<file path="src/rtl/arith_scoreboard.sv">
// Latency-aware checker: replays operands through a DUT_LAT-deep line, recomputes the golden result
// and compares it with the DUT output. Optional first-mismatch capture enabled by ARITH_SCB_CAPTURE_EN.
module arith_scoreboard #(
   parameter int WIDTH   = 32,
   parameter int DUT_LAT = 2,
   parameter int CNT_W   = 16
) (
   input  logic             clk,
   input  logic             reset,
   input  logic             i_valid,
   input  logic [1:0]       i_op,
   input  logic [WIDTH-1:0] i_a,
   input  logic [WIDTH-1:0] i_b,
   input  logic [WIDTH-1:0] i_dut_os,
   input  logic             i_clear,
   output logic             o_mon_ready,
   output logic [WIDTH-1:0] o_diff,
   output logic             o_err,
   output logic [CNT_W-1:0] o_txn_cnt,
   output logic [CNT_W-1:0] o_err_cnt,
   output logic             o_cap_valid,
   output logic [WIDTH-1:0] o_cap_a,
   output logic [WIDTH-1:0] o_cap_b,
   output logic [WIDTH-1:0] o_cap_dut,
   output logic [WIDTH-1:0] o_cap_exp,
   output logic [1:0]       o_cap_op
);

   localparam int WU_W = $clog2(DUT_LAT + 1);
   localparam logic [WU_W-1:0] WU_MAX  = WU_W'(DUT_LAT);
   localparam logic [WU_W-1:0] WU_LAST = WU_W'(DUT_LAT - 1);

   logic [WU_W-1:0]  warm_q;
   logic [DUT_LAT:1] vld_pipe;
   logic [1:0]       op_pipe [DUT_LAT:1];
   logic [WIDTH-1:0] a_pipe  [DUT_LAT:1];
   logic [WIDTH-1:0] b_pipe  [DUT_LAT:1];

   logic             cmp;
   logic [WIDTH-1:0] exp_v;
   logic [WIDTH-1:0] diff_v;
   logic             mis;

   // Ready is set on the same edge the warm-up count reaches DUT_LAT, then sticks.
   always_ff @(posedge clk or posedge reset) begin
      if (reset) begin
         warm_q      <= '0;
         o_mon_ready <= 1'b0;
      end else begin
         if (warm_q < WU_MAX) warm_q <= warm_q + 1'b1;
         if (warm_q == WU_LAST) o_mon_ready <= 1'b1;
      end
   end

   always_ff @(posedge clk or posedge reset) begin
      if (reset) begin
         vld_pipe <= '0;
         for (int s = 1; s <= DUT_LAT; s++) begin
            op_pipe[s] <= '0;
            a_pipe[s]  <= '0;
            b_pipe[s]  <= '0;
         end
      end else begin
         vld_pipe[1] <= i_valid & o_mon_ready;
         op_pipe[1]  <= i_op;
         a_pipe[1]   <= i_a;
         b_pipe[1]   <= i_b;
         for (int s = 2; s <= DUT_LAT; s++) begin
            vld_pipe[s] <= vld_pipe[s-1];
            op_pipe[s]  <= op_pipe[s-1];
            a_pipe[s]   <= a_pipe[s-1];
            b_pipe[s]   <= b_pipe[s-1];
         end
      end
   end

   // Golden model; all results are naturally modulo 2^WIDTH.
   always_comb begin
      exp_v = '0;
      case (op_pipe[DUT_LAT])
         2'b00:   exp_v = a_pipe[DUT_LAT] + b_pipe[DUT_LAT];
         2'b01:   exp_v = a_pipe[DUT_LAT] - b_pipe[DUT_LAT];
         2'b10:   exp_v = a_pipe[DUT_LAT] ^ b_pipe[DUT_LAT];
         default: exp_v = a_pipe[DUT_LAT] * b_pipe[DUT_LAT];
      endcase
   end

   assign cmp    = vld_pipe[DUT_LAT];
   assign diff_v = exp_v ^ i_dut_os;
   assign mis    = cmp & (|diff_v);

   always_ff @(posedge clk or posedge reset) begin
      if (reset) begin
         o_diff    <= '0;
         o_err     <= 1'b0;
         o_txn_cnt <= '0;
         o_err_cnt <= '0;
      end else begin
         o_diff <= cmp ? diff_v : '0;
         o_err  <= mis;
         if (i_clear) begin
            o_txn_cnt <= '0;
            o_err_cnt <= '0;
         end else begin
            if (cmp && !(&o_txn_cnt)) o_txn_cnt <= o_txn_cnt + 1'b1;
            if (mis && !(&o_err_cnt)) o_err_cnt <= o_err_cnt + 1'b1;
         end
      end
   end

`ifdef ARITH_SCB_CAPTURE_EN
   always_ff @(posedge clk or posedge reset) begin
      if (reset) begin
         o_cap_valid <= 1'b0;
         o_cap_op    <= '0;
         o_cap_a     <= '0;
         o_cap_b     <= '0;
         o_cap_dut   <= '0;
         o_cap_exp   <= '0;
      end else if (i_clear) begin
         o_cap_valid <= 1'b0;
         o_cap_op    <= '0;
         o_cap_a     <= '0;
         o_cap_b     <= '0;
         o_cap_dut   <= '0;
         o_cap_exp   <= '0;
      end else if (mis && !o_cap_valid) begin
         o_cap_valid <= 1'b1;
         o_cap_op    <= op_pipe[DUT_LAT];
         o_cap_a     <= a_pipe[DUT_LAT];
         o_cap_b     <= b_pipe[DUT_LAT];
         o_cap_dut   <= i_dut_os;
         o_cap_exp   <= exp_v;
      end
   end
`else
   assign o_cap_valid = 1'b0;
   assign o_cap_op    = '0;
   assign o_cap_a     = '0;
   assign o_cap_b     = '0;
   assign o_cap_dut   = '0;
   assign o_cap_exp   = '0;
`endif

endmodule

</file>
<file path="config.mk">
export PLATFORM = sky130hd
export DESIGN_NAME = arith_scoreboard
export DESIGN_NICKNAME = d
export VERILOG_FILES = /design/src/rtl/arith_scoreboard.sv
export SDC_FILE = /design/constraint.sdc
export NUM_CORES = 2
export LEC_CHECK = 0
export CAP_MARGIN = 20
export CORE_MARGIN = 1.5
export CORE_UTILIZATION = 50
export DETAILED_ROUTE_END_ITERATION = 8
export GPL_TIMING_DRIVEN = 0
export PLACE_DENSITY_LB_ADDON = 0.1
export SKIP_CTS_REPAIR_TIMING = 1
export SLEW_MARGIN = 0
export SYNTH_ARGS = -nofsm -noshare
export SYNTH_HDL_FRONTEND = slang
export SYNTH_SLANG_ARGS = --single-unit
</file>
<file path="constraint.sdc">
create_clock -name clk -period 13.2 [get_ports clk]
set_input_delay 3.96 -clock clk [delete_from_list [all_inputs] [get_ports clk]]
set_output_delay 3.96 -clock clk [all_outputs]
set_load 0.01 [all_outputs]
</file>
# Yosys cells after proc, flatten, opt, wreduce, memory -nomap -nowiden
# Index checks and enable logic that the tools add are counted.
# W data, S select, Z words.
dict set report totals {
  regBits 202
  input_bits 102
  mem_count 0
  out_inout_bits 197
  mem_bits_ro 0
  ramBits 0
  latchBits 0
  wordCells 43
}
dict set report classes {
  addsub 5
  bitwise_logic 4
  mul 1
  n_mux 6
  magnitude_cmp 1
  shift 0
  eq_ne 3
  n_div 0
  reduce_logical 10
}
# cell count
set op_table {}
lappend op_table {{$pmux W32 S3} 1}
lappend op_table {{$mux W16} 4}
lappend op_table {{$xor A32 B32 Y32} 2}
lappend op_table {{$add A16 B1 Y16 const B} 2}
lappend op_table {{$add A32 B32 Y32} 1}
lappend op_table {{$mul A32 B32 Y32} 1}
lappend op_table {{$mux W32} 1}
lappend op_table {{$reduce_and A16 Y1} 2}
lappend op_table {{$reduce_or A32 Y1} 1}
lappend op_table {{$sub A32 B32 Y32} 1}
lappend op_table {{$eq A2 B1 Y1 const B} 2}
lappend op_table {{$reduce_bool A2 Y1} 2}
lappend op_table {{$add A2 B1 Y2 const B} 1}
lappend op_table {{$and A1 B1 Y1} 2}
lappend op_table {{$eq A2 B2 Y1 const B} 1}
lappend op_table {{$logic_and A1 B1 Y1} 2}
lappend op_table {{$logic_not A1 Y1} 2}
lappend op_table {{$logic_not A2 Y1} 1}
lappend op_table {{$lt A2 B2 Y1 const B} 1}

# Depth between registers and ports, before layout
dict set report depth {
  depth_word 8
  ltp_mapped 34
  depth_no_buf 29
}

# Least setup slack after synthesis
# Ideal clock, no wire load.
dict set report synth_path {
  path_type {reg2reg}
  start {register a_pipe[44] (netlist name)}
  end {register o_err_cnt[1]}
  t_arrival_ps 8401
  n_path_buf 5
  synth_period_minus_slack_ps 8480
  setup_time_ps 78
  stages_incl_launch_ff 32
  required_ps 13122
  path_slack_ps 4720
  path_cell_list {dfrtp_1 -> clkbuf_1 -> clkbuf_1 -> and2_1 -> fa_1 -> fa_1 -> fa_1 -> inv_1 -> fa_1 -> inv_1 -> fa_1 -> inv_1 -> fa_1 -> inv_1 -> fa_1 -> fa_1 -> ha_1 -> clkbuf_1 -> nand3_1 -> a211oi_1 -> nor3_1 -> a211oi_2 -> a31o_1 -> nand4_1 -> or4_1 -> a211oi_1 -> nand4_1 -> o41ai_4 -> buf_6 -> buf_6 -> o21ai_1 -> a21oi_1}
}
dict set report synth_between {
  elab_chain_cells 7
  word_cells_on_any_way 10
  cone_classes {2 x add/sub; 1 x mul; 1 x mux; 3 x bitwise; 3 x reduce/logical}
}
# element line
set synth_lines {}
lappend synth_lines {{start, declared} 36} ;# logic [WIDTH-1:0] a_pipe [DUT_LAT:1];
lappend synth_lines {{start signal, assigned by index} 71} ;# a_pipe[s] <= a_pipe[s-1];
lappend synth_lines {{$mul A32 B32 Y32, or another cell as far along} 84} ;# default: exp_v = a_pipe[DUT_LAT] * b_pipe[DUT_LAT];
lappend synth_lines {{$pmux W32 S3 (*)} 80} ;# case (op_pipe[DUT_LAT])
lappend synth_lines {{$xor A32 B32 Y32 (*)} 89} ;# assign diff_v = exp_v ^ i_dut_os;
lappend synth_lines {{$reduce_or A32 Y1 (*)} 90} ;# assign mis = cmp & (|diff_v);
lappend synth_lines {{$and A1 B1 Y1 (*)} 90}
lappend synth_lines {{$logic_and A1 B1 Y1 (*)} 106} ;# if (mis && !(&o_err_cnt)) o_err_cnt <= o_err_cnt + 1'b1;
lappend synth_lines {{$reduce_bool A2 Y1 (no line) (*)} --}
lappend synth_lines {{end signal, assigned} 106}
lappend synth_lines {{end, declared} 20} ;# output logic [CNT_W-1:0] o_err_cnt,
# Mark *: on every way between the ends. The rest lies on a longest branch, timed or not.
# A chain may end at the register's enable or synchronous reset.

# Final worst setup path
dict set report layout_path {
  start {register a_pipe[33] (netlist name)}
  end {register o_err_cnt[7]}
}
# Same word-level chain as after synthesis.

==> flow_summary_export.csv <==
group,metric,value,unit
worst_setup_path,worstPathMaxFanout,10,
worst_setup_path,crit_arrival,11.09,ns
route,wl,90500,µm
worst_setup_path,startpoint_type,"flop",
grt,grt_pass1_vias,22000,
placement,hpwl,73400,µm
hold_path,holdCritStartpoint,"a_pipe[22]$_DFF_PP0_",
worst_setup_path,slowest_delay,0.89,ns
grt,overflow,0,
synthesis,syn_area,0.0270,mm²
timing,period_share,0.807,
worst_setup_path,crit_required,13.64,ns
timing,rsz0062_at_grt,"false",
route,drt-initial-drc-count,1655,
grt,grt_antenna_before_repair,9,
grt,met3_usage,0.0542,
synthesis,synth.distinct_cells,78,
route,dr.pass1.iters,6,
grt,grt_pass1_wl,137000,µm
route,dr_total_vias,21300,
clocking,cts-root-buf,"clkbuf_16",
worst_setup_path,r2r_start,"a_pipe[33]$_DFF_PP0_",
timing,worstMarginPinSlew,1.17,ns
timing,setup_viol,0,
synthesis,async_flop_share,1.00,
synthesis,synthCells,2871,
floorplanning,die_w,235,µm
route,wl_per_cell,23.2,µm
hold_path,min_path_type,"flop to flop",
worst_setup_path,crit_top_cell,"fa_1",
grt,busiest_layer,"met2",
floorplanning,fp.dieH,235,µm
timing,finalHoldViolCount,0,
final_layout,drive_above_1_share,0.0624,
floorplanning,core,0.0530,mm²
clocking,clkTransAtPathRegs,0.07,ns
final_layout,layout_commonest_cell,"fa_1",
grt,grt_max_degree,133,
timing,finalWorstPathRequiredPeriod,10.65,ns
timing,setup-tns-final,0,ns
final_layout,most-common-layout-cells,"fa_1 (409), inv_1 (401), and2_1 (325), nand2_1 (298), dfrtp_1 (202)",
clocking,numCtsBuffers,20,
grt,globalRouteMet2Util,0.515,
timing,drv_slew,0,
floorplanning,initial_core_util,0.510,
worst_setup_path,critPathKind,"flop to flop",
run,maxCapViolCount,0,
route,ant_nets,0,
synthesis,ys_seq_area_frac,0.187,
floorplanning,num_rows,84,
clocking,clock-sinks,202,
final_layout,final_nets,3878,
route,viasPerCell,5.47,
timing,relSlewSlack,0.218,
worst_setup_path,crit_start,"a_pipe[33]$_DFF_PP0_",
synthesis,synth_edf_count,0,
clocking,tritoncts,"done",
timing,finClkSkew,0.0254,ns
placement,gp_congestion,0.981,
final_layout,syn_to_final_growth,14.0,%
synthesis,ys_warn_count,0,
placement,io_buffers,166,
clocking,clk_latency,0.52,ns
floorplanning,num_io_pins,299,
clocking,htreeDepth,1,
floorplanning,dieArea,0.0554,mm²
grt,use_met1,0.454,
grt,grt_use_total,0.331,
route,drc_errors,0,
clocking,cts.path.max_buffers,3,
synthesis,avgSynthCellArea,9.40,µm²
outcome,outcome,"finished clean",
worst_setup_path,worstSetupEndpointType,"flop",
synthesis,synthFlopType,"dfrtp_1",
timing,max_freq,0.0939,GHz
worst_setup_path,cp_slowest_cell,"clkbuf_1",
synthesis,synth-seq-cells,202,
## worst max-delay path, delay by kind of cell, from the launching register on
family / cells / cell delay, ns
DFF: 1 / 0.61
and+or+nand+nor: 6 / 1.58
buffers and inverters: 7 / 2.21
adders and majority gates: 9 / 3.93
AOI/OAI and AO/OA: 7 / 2.00
xor gates and xnor gates: 1 / 0.23
## logic make-up (layout without fill, tap and decap cells)
group | after synthesis | after routing | share of synthesized area
xor+xnor | 170 | 170 | 0.0557
other cells | 1 | 133 | 0.000139
compound gates | 313 | 313 | 0.0791
buf+inv | 678 | 884 | 0.113
fa+ha+maj | 583 | 583 | 0.384
flops | 202 | 202 | 0.187
simple gates | 906 | 906 | 0.174
mux | 18 | 18 | 0.00681
## area by class of cell
cell class | count | area (µm²)
sequential | 202 | 5050
timing repair buffer | 170 | 1730
fill | 4748 | 22200
clock inverter | 12 | 171
multi-input combinational | 2121 | 19400
clock buffer | 24 | 526
tap | 688 | 861
buffer | 275 | 1550
antenna | 2 | 5.00
inverter | 403 | 1520
## flip-flops by register name, summed over array words and instances (netlist names), 2 cells and up
register and count:
a_pipe 64, op_pipe 4, o_err_cnt 16, o_txn_cnt 16, o_diff 32, warm_q 2, b_pipe 64, vld_pipe 2
## synth_stat cells (5+ instances only)
cell | n | area share
a211oi_1 | 20 | 0.0056
a31oi_1 | 8 | 0.0019
o31ai_1 | 20 | 0.0056
inv_1 | 402 | 0.056
a2111oi_0 | 5 | 0.0016
clkbuf_1 | 124 | 0.017
and3_1 | 12 | 0.0028
nand2_1 | 298 | 0.041
buf_1 | 10 | 0.0014
ha_1 | 174 | 0.081
dfrtp_1 | 202 | 0.19
o21ai_1 | 10 | 0.0019
fa_1 | 409 | 0.30
nor2b_1 | 12 | 0.0028
mux2i_1 | 15 | 0.0056
a21o_1 | 19 | 0.0053
or4_1 | 20 | 0.0056
nor3_1 | 31 | 0.0057
o21bai_1 | 5 | 0.0014
or3_1 | 13 | 0.0030
a21oi_1 | 92 | 0.017
buf_2 | 8 | 0.0015
xnor2_1 | 93 | 0.030
nand4_1 | 21 | 0.0049
nor2_1 | 95 | 0.013
nand3_1 | 32 | 0.0059
xor2_1 | 76 | 0.025
nand2b_1 | 9 | 0.0021
buf_4 | 131 | 0.036
o21ai_0 | 43 | 0.0080
and2_1 | 325 | 0.075
o211ai_1 | 16 | 0.0044
o21a_1 | 14 | 0.0039
o2111ai_1 | 5 | 0.0016
nor4_1 | 8 | 0.0019
o41ai_1 | 8 | 0.0026
## path summary, 6_finish.rpt
check / to / slack (ns) / depth (start not counted)
min in group asynchronous: a_pipe[7]$_DFF_PP0_ / 3.91 / 2
worst min register to register: a_pipe[54]$_DFF_PP0_ / 0.33 / 0
worst max-delay path: o_err_cnt[7]$_DFFE_PP0P_ / 2.55 / 30
worst min-delay path: a_pipe[54]$_DFF_PP0_ / 0.33 / 0
max in group asynchronous: b_pipe[58]$_DFF_PP0_ / 8.27 / 3
worst max register to register: o_err_cnt[7]$_DFFE_PP0P_ / 2.55 / 30
## metrics by stage
step / instance area (µm²) / util / hold slack [ns] / cells / worst slack (ns)
4_1_cts: 30800 / 0.581 / 0.335 / 3894 / 2.66
3_3_place_gp: 30000 / 0.566 / 0.332 / 3855 / 1.37
3_5_place_dp: 30100 / 0.568 / 0.335 / 3858 / 2.71
6_report: 30800 / 0.581 / 0.329 / 3897 / 2.55
2_1_floorplan: 27500 / - / 0.331 / 3001 / 3.73
5_1_grt: 30800 / 0.581 / 0.345 / 3896 / 2.11
## layer usage
layer / part of all wire / routed length (µm)
met5: 0.00014 / 13
met1: 0.42 / 37600
met4: 0.056 / 5090
met2: 0.44 / 40100
met3: 0.086 / 7740
Power is not shown: default switching activity piles up to over one toggle a cycle in this logic, so the estimate is an artifact.
